### config.mk
export PLATFORM = sky130hd
export DESIGN_NAME = mul_seq_radix_flat
export DESIGN_NICKNAME = d
export VERILOG_FILES = /design/src/rtl/mul_seq_radix_pkg.sv /design/src/rtl/mul_seq_radix_if.sv /design/src/rtl/mul_seq_radix_step.sv /design/src/rtl/mul_seq_radix.sv /design/src/flat_wrapper.sv
export SDC_FILE = /design/constraint.sdc
export NUM_CORES = 1
export LEC_CHECK = 0
export CELL_PAD_IN_SITES_DETAIL_PLACEMENT = 0
export CELL_PAD_IN_SITES_GLOBAL_PLACEMENT = 2
export CORE_MARGIN = 1.5
export CORE_UTILIZATION = 25
export CTS_BUF_LIST = sky130_fd_sc_hd__clkbuf_8
export CTS_CLUSTER_DIAMETER = 150
export DETAILED_ROUTE_END_ITERATION = 8
export PLACE_DENSITY = 0.57
export SLEW_MARGIN = 20
export SYNTH_ARGS = -nofsm -noshare
export SYNTH_HDL_FRONTEND = slang
export SYNTH_SLANG_ARGS = --single-unit
### constraint.sdc
create_clock -name CLK -period 8.2 [get_ports CLK]
set_input_delay 1.23 -clock CLK [delete_from_list [all_inputs] [get_ports CLK]]
set_output_delay 1.23 -clock CLK [all_outputs]
set_load 0.03 [all_outputs]
### src/rtl/mul_seq_radix_pkg.sv
// ---------------------------------------------------------------------------
// mul_seq_pkg
// Shared definitions for the iterative radix multiplier.
//   - FSM state encodings (2-bit): IDLE, RUN, FIX, DONE
//   - num_iter()  : number of RUN iterations, LEN/STEP
//   - cnt_width() : iteration counter width, $clog2(LEN/STEP), minimum 1
// ---------------------------------------------------------------------------
package mul_seq_pkg;

    localparam logic [1:0] IDLE = 2'd0;
    localparam logic [1:0] RUN  = 2'd1;
    localparam logic [1:0] FIX  = 2'd2;
    localparam logic [1:0] DONE = 2'd3;

    function automatic int num_iter(input int len, input int step);
        return len / step;
    endfunction

    // A single-iteration configuration (STEP == LEN) still needs a 1-bit counter.
    function automatic int cnt_width(input int len, input int step);
        int w;
        w = $clog2(len / step);
        return (w < 1) ? 1 : w;
    endfunction

endpackage

### src/rtl/mul_seq_radix_if.sv
// ---------------------------------------------------------------------------
// mul_seq_radix_if
// Request/response bundle of the iterative multiplier.
//   START  : operation request (master -> slave)
//   SIGNED : 1 = two's complement operands, 0 = unsigned (master -> slave)
//   A, B   : LEN-bit multiplicand / multiplier (master -> slave)
//   Y      : 2*LEN-bit product (slave -> master)
//   DONE   : result valid (slave -> master)
//   BUSY   : operation in progress (slave -> master)
// ---------------------------------------------------------------------------
interface mul_seq_radix_if #(
    parameter int LEN = 16
);

    logic                 START;
    logic                 SIGNED;
    logic [LEN-1:0]       A;
    logic [LEN-1:0]       B;
    logic [2*LEN-1:0]     Y;
    logic                 DONE;
    logic                 BUSY;

    modport master (
        output START, SIGNED, A, B,
        input  Y, DONE, BUSY
    );

    modport slave (
        input  START, SIGNED, A, B,
        output Y, DONE, BUSY
    );

endinterface

### src/rtl/mul_seq_radix_step.sv
// ---------------------------------------------------------------------------
// mul_seq_step
// One combinational radix-2^STEP iteration of a shift-right multiplier.
// The product register holds {partial_sum_hi, remaining_multiplier_bits}.
// The low STEP bits select the multiple of A added into the high half, and
// the whole register is then shifted right by STEP.
//   i_prod : current product/multiplier register (2*LEN)
//   i_a    : multiplicand (LEN)
//   o_prod : updated register after accumulate and shift (2*LEN)
// ---------------------------------------------------------------------------
module mul_seq_step #(
    parameter int LEN  = 16,
    parameter int STEP = 2
) (
    input  logic [2*LEN-1:0] i_prod,
    input  logic [LEN-1:0]   i_a,
    output logic [2*LEN-1:0] o_prod
);

    localparam int PW = LEN + STEP;

    logic [STEP-1:0]       w_slice;
    logic [PW-1:0]         w_pp;
    logic [PW-1:0]         w_sum;
    logic [2*LEN+STEP-1:0] w_wide;

    assign w_slice = i_prod[STEP-1:0];
    assign w_pp    = PW'(i_a) * PW'(w_slice);
    // High half is always < 2^LEN, so the sum fits in LEN+STEP bits.
    assign w_sum   = PW'(i_prod[2*LEN-1:LEN]) + w_pp;
    assign w_wide  = {w_sum, i_prod[LEN-1:0]};
    assign o_prod  = w_wide[2*LEN+STEP-1:STEP];

endmodule

### src/rtl/mul_seq_radix.sv
// ---------------------------------------------------------------------------
// mul_seq_radix
// Iterative multiplier retiring STEP multiplier bits per clock and returning
// the full 2*LEN-bit product, in unsigned or two's complement mode.
// Latency: START accepted at edge 0 -> DONE first high after edge N+1,
// N = LEN/STEP.
//   CLK   : clock, rising edge
//   RST_N : asynchronous active-low reset
//   bus   : slave side of mul_seq_radix_if (START/SIGNED/A/B in,
//           Y/DONE/BUSY out)
// ---------------------------------------------------------------------------
module mul_seq_radix
    import mul_seq_pkg::*;
#(
    parameter int LEN  = 16,
    parameter int STEP = 2
) (
    input  logic              CLK,
    input  logic              RST_N,
    mul_seq_radix_if.slave    bus
);

    localparam int              N    = num_iter(LEN, STEP);
    localparam int              CW   = cnt_width(LEN, STEP);
    localparam logic [CW-1:0]   LAST = CW'(N - 1);

    generate
        if (LEN < 2) begin : g_bad_len
            $error("mul_seq_radix: LEN must be at least 2");
        end
        if (STEP < 1) begin : g_bad_step
            $error("mul_seq_radix: STEP must be at least 1");
        end else if ((LEN % STEP) != 0) begin : g_bad_div
            $error("mul_seq_radix: LEN must be a multiple of STEP");
        end
    endgenerate

    logic [1:0]         r_state;
    logic [CW-1:0]      r_cnt;
    logic [LEN-1:0]     r_a;
    logic [LEN-1:0]     r_b;
    logic               r_signed;
    logic [2*LEN-1:0]   r_prod;
    logic [2*LEN-1:0]   r_y;

    logic [2*LEN-1:0]   w_step_prod;
    logic [2*LEN-1:0]   w_corr_a;
    logic [2*LEN-1:0]   w_corr_b;
    logic [2*LEN-1:0]   w_fixed;
    logic               w_accept;

    mul_seq_step #(
        .LEN  (LEN),
        .STEP (STEP)
    ) u_step (
        .i_prod (r_prod),
        .i_a    (r_a),
        .o_prod (w_step_prod)
    );

    // The core always forms the unsigned product of the raw bit patterns.
    // A two's complement operand with its sign bit set is worth 2^LEN less
    // than its unsigned reading, so the signed product is recovered by
    // subtracting the other operand shifted up by LEN, once per negative
    // operand, modulo 2^(2*LEN).
    assign w_corr_a = r_a[LEN-1] ? {r_b, {LEN{1'b0}}} : '0;
    assign w_corr_b = r_b[LEN-1] ? {r_a, {LEN{1'b0}}} : '0;
    assign w_fixed  = r_signed ? (r_prod - w_corr_a - w_corr_b) : r_prod;

    assign w_accept = ((r_state == IDLE) || (r_state == DONE)) && bus.START;

    always_ff @(posedge CLK or negedge RST_N) begin
        if (!RST_N) begin
            r_state  <= IDLE;
            r_cnt    <= '0;
            r_a      <= '0;
            r_b      <= '0;
            r_signed <= 1'b0;
            r_prod   <= '0;
            r_y      <= '0;
        end else begin
            case (r_state)
                IDLE, DONE: begin
                    if (w_accept) begin
                        r_state  <= RUN;
                        r_cnt    <= '0;
                        r_a      <= bus.A;
                        r_b      <= bus.B;
                        r_signed <= bus.SIGNED;
                        // Multiplier bits ride in the low half and are
                        // consumed LSB first as the register shifts right.
                        r_prod   <= {{LEN{1'b0}}, bus.B};
                    end
                end
                RUN: begin
                    r_prod <= w_step_prod;
                    r_cnt  <= r_cnt + CW'(1);
                    if (r_cnt == LAST) begin
                        r_state <= FIX;
                    end
                end
                FIX: begin
                    r_y     <= w_fixed;
                    r_state <= DONE;
                end
                default: begin
                    r_state <= IDLE;
                end
            endcase
        end
    end

    assign bus.Y    = r_y;
    assign bus.DONE = (r_state == DONE);
    assign bus.BUSY = (r_state == RUN) || (r_state == FIX);

endmodule

### src/flat_wrapper.sv
// flat-port wrapper written by rule: the top's interface ports become plain ports
module mul_seq_radix_flat import mul_seq_pkg::*;
#(
    parameter int LEN  = 16,
    parameter int STEP = 2
)
  (CLK, RST_N, bus_START, bus_SIGNED, bus_A, bus_B, bus_Y, bus_DONE, bus_BUSY);
  mul_seq_radix_if #(.LEN(LEN)) bus_i ();
  input  logic CLK;
  input  logic RST_N;
  input wire logic [$bits(bus_i.START)-1:0] bus_START;
  input wire logic [$bits(bus_i.SIGNED)-1:0] bus_SIGNED;
  input wire logic [$bits(bus_i.A)-1:0] bus_A;
  input wire logic [$bits(bus_i.B)-1:0] bus_B;
  output wire logic [$bits(bus_i.Y)-1:0] bus_Y;
  output wire logic [$bits(bus_i.DONE)-1:0] bus_DONE;
  output wire logic [$bits(bus_i.BUSY)-1:0] bus_BUSY;
  assign bus_i.START = bus_START;
  assign bus_i.SIGNED = bus_SIGNED;
  assign bus_i.A = bus_A;
  assign bus_i.B = bus_B;
  assign bus_Y = bus_i.Y;
  assign bus_DONE = bus_i.DONE;
  assign bus_BUSY = bus_i.BUSY;
  mul_seq_radix #(.LEN(LEN), .STEP(STEP)) u_core (.CLK(CLK), .RST_N(RST_N), .bus(bus_i));
endmodule
Word level (Yosys, flattened, before mapping). Cells that the tools add are included.

Equality and inequality tests: 6. Bitwise operators: 0. Multiply operators: 1. Reductions and logical operators: 9. Order comparisons: 0. Mux-type cells: 10. Divide/modulo/power cells: 0. $add $sub $neg: 4. Shift-type cells: 0.

Operators with widths (number): $mux W32 (4); $pmux W32 S2 (1); $sub A32 B32 Y32 (2); $add A16 B18 Y18 (1); $mul A16 B2 Y18 (1); $pmux W2 S3 (1); $pmux W3 S2 (1); $reduce_and A2 Y1 (3); $eq A2 B2 Y1 const B (2); $mux W2 (2); $ne A2 B1 Y1 const B (2); $add A3 B1 Y3 const B (1); $eq A3 B3 Y1 const B (1); $mux W3 (1); $eq A2 B1 Y1 const B (1); $logic_not A2 Y1 (1); $logic_or A1 B1 Y1 (2); $reduce_bool A2 Y1 (1); $reduce_or A2 Y1 (1); $logic_and A1 B1 Y1 (1).

Latch bits: 0. Memories kept: 0. Bits in writable memories: 0. Output and inout port bits: 34. Register bits after elaboration: 102. ROM bits: 0.

Depth between registers and ports, before layout.
Depth after elaboration: 5. Depth in mapped cells: 13. Gate-level depth less buffers: 12.

Modules after synthesis. Synthesis repeated with hierarchy kept, for this count alone.

Cells, all modules: 715. Area, all modules: 7040.5 sq um.

By module, submodules not included: mul_seq_radix (area each 5541.6 sq um, instances 1, cells an instance 509); mul_seq_step (area each 1498.9 sq um, instances 1, cells an instance 206).

Worst setup path before layout. Ideal clock, no wire load.

Kind: reg-to-reg. Start point: register u_core.r_prod[1]. End point: register u_core.r_prod[28]. Arrival: 3.066 ns. Stages on the path, launching flop included: 14. Period minus slack after synthesis: 3.190 ns. Slack: 5.010 ns. Setup time: 0.124 ns. Cell sequence: dfrtp_1 clkbuf_1 buf_1 nand2_1 fa_1 inv_1 ha_1 and4_1 a21oi_1 a21boi_1 a211oi_2 nor3_1 nor4b_1 a211o_1.

Cells in the longest elaborated chain, start to end: 3.

Ends and longest elaborated chain: from (decl) (RTL line mul_seq_radix.sv:43) `logic [2*LEN-1:0] r_prod;`; from (signal assigned) (RTL line mul_seq_radix.sv:92) `r_prod <= {{LEN{1'b0}}, bus.B};`; from (signal assigned) (RTL line mul_seq_radix.sv:96) `r_prod <= w_step_prod;`; $mul A16 B2 Y18 (RTL line mul_seq_radix_step.sv:28) `assign w_pp = PW'(i_a) * PW'(w_slice);`; $add A16 B18 Y18 (RTL line mul_seq_radix_step.sv:30) `assign w_sum = PW'(i_prod[2*LEN-1:LEN]) + w_pp;`; $pmux W32 S2 (RTL line mul_seq_radix.sv:82) `case (r_state)`.

Every way passes these cells. A chain may end at the register's enable or synchronous reset.

Worst setup path in the final report.
Start point: register u_core.r_prod[1]. End point: register u_core.r_prod[31].

Same word-level chain as after synthesis.

==> results.md <==
* Outcome: completed
* Count of final setup violators at 0
* Ys Warns at 0
* P&R area growth vs syn at 18.76%
* Final Hold Slack at 0.4975 ns
* CP dominant cell by count: fa_1
* Resize count post-CTS at 0
* Initial antenna violation count at 0
* Pre-antenna DRT Iters at 4
* Tcrit/Tclk final at 44.15%
* Placeable Area at 26210 sq um
* Final hold vios at 0
* Crit path max-delay family: adder cells
* Routed Antenna Nets at 0
* Setup ws final at 4.580 ns
* Setup repair bufs after CTS at 0
* Cell Area, Synth at 6730 sq um
* Clock latency on the worst-skew pair at 0.39 ns
* Post-Route Utilization at 30.50%
* Hold/Removal Path Class: flop to flop
* Vias at 4786
* Routability congestion estimate at 0.7623
* Remaining DRCs at 0
* Pre-CTS setup slack at 4.559 ns
* Gr usage total at 13.33%
* Period minus WS final at 3.620 ns
* Max Slew Vio Count at 0
* Req. time, crit path at 8.48 ns
* Arrival @ worst endpoint at 3.90 ns
* Worst path slowest cell: dfrtp_1
* Cts bufs inserted at 9
* Post-synthesis sequential area ratio at 37.93%
* Ys flop type: dfrtp_1
* Fmax at 276.2 MHz
* RSZ-0062 raised after global routing: false
* Syn Area/Cell at 9.985 sq um
* Initial DRC count at 201
* Crit path capture type: flop
* Largest net degree at the start of global routing at 61
* DP Wirelength at 13.44 mm
* Crit-path cells: nand2_1 > fa_1 > inv_1 > ha_1 > fa_1 > a21o_1 > a211oi_2 > o21a_1 > o211ai_1 > and2_1 > a221oi_1 > o21ai_1
* Flop and latch count out of synthesis at 102
* Number of global-route vias before repair at 5007
* CP startpoint kind: flop
* DRT Wirelength at 17.74 mm
* Die outline width at 167.1 um
* Row cnt at 59
* Port Buffers at 69
* Layout cells sized above 1 at 12.18%
* Critical path buffer and inverter count at 1
* H-tree depth at 3
* Cts hold-fix bufs at 0
* Number of synthesized flops with an enable pin at 0
* Async set-reset flop share out of synthesis at 100.0%
* Delay of the slowest critical-path stage at 0.81 ns
* Routed via count divided by cell count at 4.456
* WL per Instance at 16.51 um
* Slew HR at 48.36%
* Ports at 70
* Initial Utilization at 25.68%
* Syn Nets at 780
* Final nets at 840
* First-pass GRT wire length at 28.86 mm
* GR Overflow Total at 0
* CP Max Fanout at 21
* Number of diodes at 0
* Cells after Synth at 674
* Setup Skew at 0.01092 ns
* Library cells used by synthesis at 56
* Critical setup path kind: flop to flop
* Reg clk slew, reported paths at 0.12 ns
* Clock sink count at 102
* CTS tree: yes
* Worst slew pin tran at 0.7746 ns
* Final setup TNS at 0 ns
* Total of max-cap violations at 0
* Clk buf depth at 2
* Root Buffer: clkbuf_8
* Die Y at 167.1 um
* Die area at 27910 sq um
==> synth_stat cells (all sizes together) (6+ instances only) <==
library cell  number  area share, %
a21o               9            1.0
dfrtp            102             38
inv               84            4.7
nor3               8           0.67
mux2              51            8.6
buf                7           0.46
fa                31            9.2
ha                39            7.3
a22o               6           0.78
o21ai             47            3.6
mux2i             21            3.1
clkbuf            19            1.1
xnor2              8            1.0
nand2             75            4.2
o21a               9            1.1
and2              33            3.1
xor2              12            1.6
a21oi             32            2.4
nor2              25            1.4
==> cells by family (layout without fill, tap and decap cells) <==
| logic type | count (synthesis) | count (layout) | share of synthesized area (%) |
|---|---|---|---|
| flip-flops | 102 | 102 | 37.93 |
| buffers and inverters | 110 | 175 | 6.209 |
| AND/OR/NAND/NOR | 170 | 170 | 12.29 |
| AO/OA/AOI/OAI | 130 | 130 | 12.79 |
| multiplexers | 72 | 72 | 11.71 |
| adder cells (fa/ha/maj) | 70 | 70 | 16.47 |
| XOR/XNOR | 20 | 20 | 2.603 |
==> layout make-up <==
cell class / instances / area, sq um
fillers: 2739 / 18210
multi-input cells: 462 / 3774
flip-flops and latches: 102 / 2552
repair buffers: 75 / 733.2
well taps: 335 / 419.2
inverters: 84 / 315.3
clock buffers: 9 / 123.9
clock inverters: 7 / 75.07
==> worst register-to-register path: stages, from the launching register on <==
cell	delay, ns
dfrtp_1	0.81
nand2_1	0.16
fa_1	0.53
inv_1	0.05
ha_1	0.22
fa_1	0.42
a21o_1	0.22
a211oi_2	0.25
o21a_1	0.18
o211ai_1	0.12
and2_1	0.19
a221oi_1	0.26
o21ai_1	0.10
==> routing by layer <==
layer  vias up  wire [um]  track usage (%)
li1       2373          -                -
met1      2329       9475            19.94
met2        77       7474            19.61
met3         7        630            2.780
met4         0        156            2.727
met5         -          0                0
==> sequential cells by signal, indices dropped and copies added (netlist names) <==
| name | flops |
|---|---|
| u_core.bus.Y | 32 |
| u_core.r_a | 16 |
| u_core.r_signed | 1 |
| u_core.r_cnt | 3 |
| u_core.r_state | 2 |
| u_core.r_prod | 32 |
| u_core.r_b | 16 |
==> layout by cell type, fill, tap and decap left out, types with 5 or more instances in the layout <==
cell and instances:
nand2b_1 5, and2_1 33, a21oi_1 32, mux2i_1 21, xor2_1 12, nor3_1 7, inv_1 84, nand2_1 75
clkdlybuf4s50_1 68, buf_4 7, o21a_1 8, xnor2_1 8, nor2_1 25, a21o_1 9, clkbuf_8 9, dfrtp_1 102
mux2_2 50, ha_1 38, fa_1 31, a22o_1 6, o21ai_0 42
==> through the flow <==
stage               area (sq um)  std cells
detailed placement          7794       1058
global placement            7794       1058
global route                7993       1074
floorplan                   6730        674
CTS                         7993       1074
finish                      7993       1074
==> path summary, 6_finish.rpt <==
path                                          startpoint                       endpoint  slack [ns]  cells past startpoint
hold reg to reg            u_core.r_prod[24]$_DFFE_PN0P_  u_core.r_prod[24]$_DFFE_PN0P_        0.50                      2
max in group asynchronous                          RST_N  u_core.r_prod[13]$_DFFE_PN0P_        6.14                      2
hold / removal             u_core.r_prod[24]$_DFFE_PN0P_  u_core.r_prod[24]$_DFFE_PN0P_        0.50                      2
setup reg to reg            u_core.r_prod[1]$_DFFE_PN0P_  u_core.r_prod[31]$_DFFE_PN0P_        4.58                     12
min in group asynchronous                          RST_N  u_core.r_prod[18]$_DFFE_PN0P_        0.85                      1
setup / recovery            u_core.r_prod[1]$_DFFE_PN0P_  u_core.r_prod[31]$_DFFE_PN0P_        4.58                     12
Power is left out: the tool's default activity adds up to more than one toggle a clock period on the data nets, which glitch-free logic cannot reach.
